### src/rtl/ts_pkg.sv
// Shared constants and state encoding for the TS packet multiplexer.
package ts_pkg;

  localparam int          TS_PKT_LEN   = 188;
  localparam logic [7:0]  TS_SYNC_BYTE = 8'h47;

  typedef enum logic {
    IDLE = 1'b0,
    XFER = 1'b1
  } ts_state_e;

endpackage

### src/rtl/ts_packet_mux_rr_arbiter.sv
// Combinational arbiter: round-robin from ptr_i, or fixed priority (lowest index).
module rr_arbiter #(
  parameter  int N  = 4,
  localparam int IW = $clog2(N)
) (
  input  logic [N-1:0]  req_i,
  input  logic          mode_i,
  input  logic [IW-1:0] ptr_i,
  output logic [N-1:0]  grant_o,
  output logic [IW-1:0] idx_o
);

  logic found;

  // First pass (round-robin only) searches at/after ptr_i; second pass picks the
  // lowest requester, covering both the RR wrap-around and fixed priority.
  always_comb begin
    grant_o = '0;
    idx_o   = '0;
    found   = 1'b0;
    if (!mode_i) begin
      for (int unsigned k = 0; k < N; k++) begin
        if (!found && req_i[k] && (IW'(k) >= ptr_i)) begin
          found      = 1'b1;
          idx_o      = IW'(k);
          grant_o[k] = 1'b1;
        end
      end
    end
    for (int unsigned k = 0; k < N; k++) begin
      if (!found && req_i[k]) begin
        found      = 1'b1;
        idx_o      = IW'(k);
        grant_o[k] = 1'b1;
      end
    end
  end

endmodule

### src/rtl/ts_packet_mux.sv
// N-channel MPEG-2 TS packet multiplexer; switches channels only at packet boundaries.
module ts_packet_mux
  import ts_pkg::*;
#(
  parameter  int                    DATA_WIDTH = 8,
  parameter  int                    NUM_CH     = 4,
  parameter  int                    PKT_LEN    = TS_PKT_LEN,
  parameter  logic [DATA_WIDTH-1:0] SYNC_BYTE  = DATA_WIDTH'(TS_SYNC_BYTE),
  localparam int                    CH_W       = $clog2(NUM_CH)
) (
  input  logic                         clk,
  input  logic                         rst,
  input  logic [NUM_CH*DATA_WIDTH-1:0] in_data,
  input  logic [NUM_CH-1:0]            in_valid,
  output logic [NUM_CH-1:0]            in_ready,
  input  logic [NUM_CH-1:0]            ch_enable,
  input  logic                         arb_mode,
  output logic [DATA_WIDTH-1:0]        out_data,
  output logic                         out_valid,
  input  logic                         out_ready,
  output logic                         out_sop,
  output logic                         out_eop,
  output logic [CH_W-1:0]              out_ch,
  output logic                         sync_err,
  output logic                         busy
);

  localparam int              CNT_W    = $clog2(PKT_LEN);
  localparam logic [CNT_W-1:0] LAST_CNT = CNT_W'(PKT_LEN - 1);
  localparam logic [CH_W-1:0]  LAST_CH  = CH_W'(NUM_CH - 1);

  ts_state_e             state_q, state_d;
  logic [CH_W-1:0]       sel_q, sel_d, rr_ptr_q, rr_ptr_d, grant_idx;
  logic [CNT_W-1:0]      cnt_q, cnt_d;
  logic [NUM_CH-1:0]     req, bad, grant;
  logic [DATA_WIDTH-1:0] sel_byte;
  logic                  sel_valid, load_out, accept;
  logic [DATA_WIDTH-1:0] out_data_q, out_data_d;
  logic                  out_valid_q, out_valid_d, out_sop_q, out_sop_d, out_eop_q, out_eop_d;
  logic [CH_W-1:0]       out_ch_q, out_ch_d;
  logic                  sync_err_q, sync_err_d;

  // Classify channel heads (sync vs. junk) and pick out the selected channel's lane.
  always_comb begin
    req       = '0;
    bad       = '0;
    sel_byte  = '0;
    sel_valid = 1'b0;
    for (int unsigned k = 0; k < NUM_CH; k++) begin
      if (in_valid[k] && ch_enable[k]) begin
        if (in_data[k*DATA_WIDTH +: DATA_WIDTH] == SYNC_BYTE) req[k] = 1'b1;
        else                                                  bad[k] = 1'b1;
      end
      if (CH_W'(k) == sel_q) begin
        sel_byte  = in_data[k*DATA_WIDTH +: DATA_WIDTH];
        sel_valid = in_valid[k];
      end
    end
  end

  rr_arbiter #(.N(NUM_CH)) u_arb (
    .req_i   (req),
    .mode_i  (arb_mode),
    .ptr_i   (rr_ptr_q),
    .grant_o (grant),
    .idx_o   (grant_idx)
  );

  // Next-state logic: arbitration in IDLE, byte forwarding and counting in XFER.
  always_comb begin
    state_d    = state_q;
    sel_d      = sel_q;
    cnt_d      = cnt_q;
    rr_ptr_d   = rr_ptr_q;
    in_ready   = '0;
    accept     = 1'b0;
    sync_err_d = 1'b0;
    load_out   = !out_valid_q || out_ready;
    unique case (state_q)
      IDLE: begin
        in_ready   = bad;
        sync_err_d = |bad;
        if (|grant) begin
          sel_d   = grant_idx;
          state_d = XFER;
        end
      end
      XFER: begin
        for (int unsigned k = 0; k < NUM_CH; k++) begin
          in_ready[k] = (CH_W'(k) == sel_q) && load_out;
        end
        accept = sel_valid && load_out;
        if (accept) begin
          if (cnt_q == LAST_CNT) begin
            cnt_d    = '0;
            state_d  = IDLE;
            rr_ptr_d = (sel_q == LAST_CH) ? '0 : sel_q + CH_W'(1);
          end else begin
            cnt_d = cnt_q + CNT_W'(1);
          end
        end
      end
      default: state_d = IDLE;
    endcase
    // No handshake may complete while reset is held.
    if (rst) in_ready = '0;
  end

  // Output register: loads when empty or drained, otherwise holds everything.
  always_comb begin
    out_data_d  = out_data_q;
    out_valid_d = out_valid_q;
    out_sop_d   = out_sop_q;
    out_eop_d   = out_eop_q;
    out_ch_d    = out_ch_q;
    if (load_out) begin
      out_valid_d = accept;
      out_sop_d   = accept && (cnt_q == '0);
      out_eop_d   = accept && (cnt_q == LAST_CNT);
      if (accept) begin
        out_data_d = sel_byte;
        out_ch_d   = sel_q;
      end
    end
  end

  // State, counters and output register with synchronous reset.
  always_ff @(posedge clk) begin
    if (rst) begin
      state_q     <= IDLE;
      sel_q       <= '0;
      cnt_q       <= '0;
      rr_ptr_q    <= '0;
      out_data_q  <= '0;
      out_valid_q <= 1'b0;
      out_sop_q   <= 1'b0;
      out_eop_q   <= 1'b0;
      out_ch_q    <= '0;
      sync_err_q  <= 1'b0;
    end else begin
      state_q     <= state_d;
      sel_q       <= sel_d;
      cnt_q       <= cnt_d;
      rr_ptr_q    <= rr_ptr_d;
      out_data_q  <= out_data_d;
      out_valid_q <= out_valid_d;
      out_sop_q   <= out_sop_d;
      out_eop_q   <= out_eop_d;
      out_ch_q    <= out_ch_d;
      sync_err_q  <= sync_err_d;
    end
  end

  assign out_data  = out_data_q;
  assign out_valid = out_valid_q;
  assign out_sop   = out_sop_q;
  assign out_eop   = out_eop_q;
  assign out_ch    = out_ch_q;
  assign sync_err  = sync_err_q;
  assign busy      = (state_q == XFER);

endmodule

### config.mk
export PLATFORM = sky130hd
export DESIGN_NAME = ts_packet_mux
export DESIGN_NICKNAME = d
export VERILOG_FILES = /design/src/rtl/ts_pkg.sv /design/src/rtl/ts_packet_mux_rr_arbiter.sv /design/src/rtl/ts_packet_mux.sv
export SDC_FILE = /design/constraint.sdc
export NUM_CORES = 1
export LEC_CHECK = 0
export ABC_AREA = 1
export BUFFER_PORTS_ARGS = -buffer_cell sky130_fd_sc_hd__buf_2
export CAP_MARGIN = 30
export CORE_ASPECT_RATIO = 1.25
export CORE_MARGIN = 2
export CORE_UTILIZATION = 54
export DETAILED_ROUTE_END_ITERATION = 8
export GPL_TIMING_DRIVEN = 0
export PLACE_DENSITY = 0.9
export SYNTH_ARGS = -nofsm -noshare
export SYNTH_HDL_FRONTEND = slang
export SYNTH_SLANG_ARGS = --single-unit
### constraint.sdc
create_clock -name clk -period 3.3 [get_ports clk]
set_input_delay 0.33 -clock clk [delete_from_list [all_inputs] [get_ports clk]]
set_output_delay 0.33 -clock clk [all_outputs]
set_load 0.01 [all_outputs]
==> metrics.yaml <==
hold_end: "out_sop"
start_util_pct: 57.1
h-tree-depth: 1
path_buf_inv: 4
drtPass1Iterations: 4
power.internal_w: 0.000451
num_vias: 2031
die_y_um: 69.3
cts_tree: "built"
power_density_mw_per_mm2: 269
netlist_area_mm2: 0.00184
rr_worst_depth: 12
synth_area_leaders: "dfxtp_1 29%, nand2_1 14%, inv_1 9.0%"
vias_per_cell: 5.29
power_frac_comb_pct: 14.7
hold_buffers: 0
synth.top_cell.area_share_pct: 29.3
synth_ff_type: "dfxtp_1"
ys_ff_latch: 27
yosys_warnings: 0
ant_nets: 0
end_kind: "output pin"
synth.avg_cell_area_um2: 6.55
holdPathStages: 4
synthCells: 281
min_from: "out_ready"
clock_latency_ns: 0.28
switching_share_pct: 25.4
path_class: "reg -> out"
p_leak_nw: 1.17
max_stage_delay_ns: 0.39
n_antenna_cell: 0
die_w_um: 56.2
worst-r2r-setup-slack_ns: 1.32
root_buffer: "clkbuf_8"
synth_edf_count: 0
instances_no_fill: 384
ios: 63
max_freq_mhz: 463
final_common_cell: "nand2_1"
rsz0062_at_grt: "no"
dp_hpwl_mm: 3.83
portBuffers: 62
cts_setup_buffers: 0
grt_max_degree: 16
crit_top_cell: "inv_1"
clock_sinks: 27
synthesis.nets: 331
dieArea_mm2: 0.00390
layout_min_cycle_time_ns: 2.16
placedCellCount: 380
syn_to_final_growth_pct: 21.9
status: "complete, no violations"
crit_path_start_kind: "flop"
grt_antenna_before_repair: 0
nets: 398
worstReg2RegEnd: "cnt_q[6]"
critPathSlowestCell: "dfxtp_1"
synth_cell_types: 37
clkTransAtPathRegs_ns: 0.09
drt_iter0_markers: 145
clock_skew_ns: 0.00404
reg2reg_from: "sel_q[0]"
setup_violations: 0
max_slew.worst_pin.slew_ns: 0.470
synth_top_area_cell: "dfxtp_1"
slew_viol_final: 0
drive_gt1_share_pct: 25.1
numCtsBuffers: 3
rows: 23
switchingPower_w: 0.000153
critPathMaxFanout: 10
gp_congestion: 0.959
core_area_mm2: 0.00322
cp.required_ns: 2.97
pwr-share-clk_pct: 31.0
cts_resized: 0
drc_errors: 0
wl_per_cell_um: 12.2
finalCritPeriodShare_pct: 65.4
hold_viol_final: 0
track_usage_pct: 24.5
worstPathArrival_ns: 1.83
path_cells: "inv_1 -> ha_1 -> inv_1 -> clkbuf_1 -> o22ai_1 -> buf_2"
grt_overflow: 0
seq_area_frac_synth_pct: 29.3
async_flop_share_pct: 0
vdd_drop_max_mv: 0.387
maxCapViolCount: 0
power.share.sequential_pct: 54.3
critPathTopFamily: "buffers and inverters"
worst_hold_path_type: "in -> reg"
ctsLongestPathBuffers: 2
mostFrequentLayoutCells: "67 x nand2_1, 63 x buf_2, 44 x inv_1, 27 x dfxtp_1"
finalSetupTns_ns: 0
grt_pass1_wl_mm: 7.78
wl_mm: 4.69
grt_pass1_vias: 1881
relSlewSlack_pct: 68.7
[through the flow]
step | setup WS (ns) | cell area [µm²] | power (W) | utilization, % | hold WS, ns
floorplan | 1.60 | 1840 | 0.000381 | - | 0.454
global placement | 1.37 | 2200 | 0.000422 | 68.2 | 0.453
detailed placement | 1.35 | 2200 | 0.000424 | 68.2 | 0.454
CTS | 1.15 | 2240 | 0.000606 | 69.6 | 0.370
global route | 1.01 | 2240 | 0.000628 | 69.6 | 0.399
finish | 1.14 | 2240 | 0.000605 | 69.6 | 0.368
[power by group through the flow]
stage / clock network [W] / logic (W) / registers [W]
2_1_floorplan: 0 / 0.0000445 / 0.000337
3_3_place_gp: 0 / 0.0000861 / 0.000336
3_5_place_dp: 0 / 0.0000877 / 0.000336
4_1_cts: 0.000190 / 0.0000882 / 0.000328
5_1_grt: 0.000200 / 0.000100 / 0.000329
6_report: 0.000187 / 0.0000889 / 0.000328
[worst min-delay path: cells and delay by family]
kind / cells / cell delay [ns]
buf+inv: 1 / 0.08
simple gates: 2 / 0.14
compound gates: 1 / 0.06
[cells in the mapped netlist (2+ instances only)]
library cell  number
o21a_1             2
nand3_1           15
o221ai_1           4
nor4_1             2
o22ai_1            2
inv_2              3
buf_6              2
clkbuf_1           3
nor3b_2            2
nor2_1            24
nor3_2             2
o211ai_1           5
nor3_1             2
inv_1             44
o21ai_0           22
nand4_1            6
ha_1               6
a21oi_1           24
nand2_1           67
dfxtp_1           27
[cell families (layout without fill, tap and decap cells)]
family | count (synthesis) | count (layout) | share of synthesized area [%]
and+or+nand+nor | 127 | 127 | 33.4
AOI/OAI and AO/OA | 64 | 64 | 20.2
buffers and inverters | 56 | 122 | 12.5
DFF | 27 | 27 | 29.3
adders and majority gates | 6 | 6 | 4.08
xor gates and xnor gates | 1 | 1 | 0.476
[cell type report]
cell class | count | area [µm²]
fillers | 307 | 978
inverters | 49 | 188
repair buffers | 62 | 310
clock buffers | 3 | 41.3
flip-flops and latches | 27 | 541
well taps | 37 | 46.3
plain buffers | 7 | 42.5
multi-input cells | 198 | 1070
clock inverters | 1 | 5.00
[how the worst max path moves through the flow]
stage	start	endpoint	slack [ns]	cells past startpoint
after global placement	sel_q[0]	cnt_q[6]	1.37	12
after floorplan	sel_q[0]	cnt_q[6]	1.60	12
after CTS	sel_q[0]	in_ready[2]	1.15	6
final	sel_q[0]	in_ready[2]	1.14	6
after global routing	sel_q[0]	in_ready[2]	1.01	6
after detailed placement	sel_q[0]	cnt_q[6]	1.35	12
[registers in the layout (all words and copies together), names as in the netlist]
name       count
out_eop        1
rr_ptr_q       2
busy           1
cnt_q          8
sel_q          2
out_ch         2
out_sop        1
sync_err       1
out_valid      1
out_data       8
[per-layer routing]
layer,global-route usage [%],up-vias,share of wire (%)
met5,0,-,0
met4,10.6,0,2.9
met3,3.36,13,6.6
met2,45.0,69,50
met1,27.5,897,40
li1,-,1052,-
Note: power is estimated with default switching activity, not from simulation.
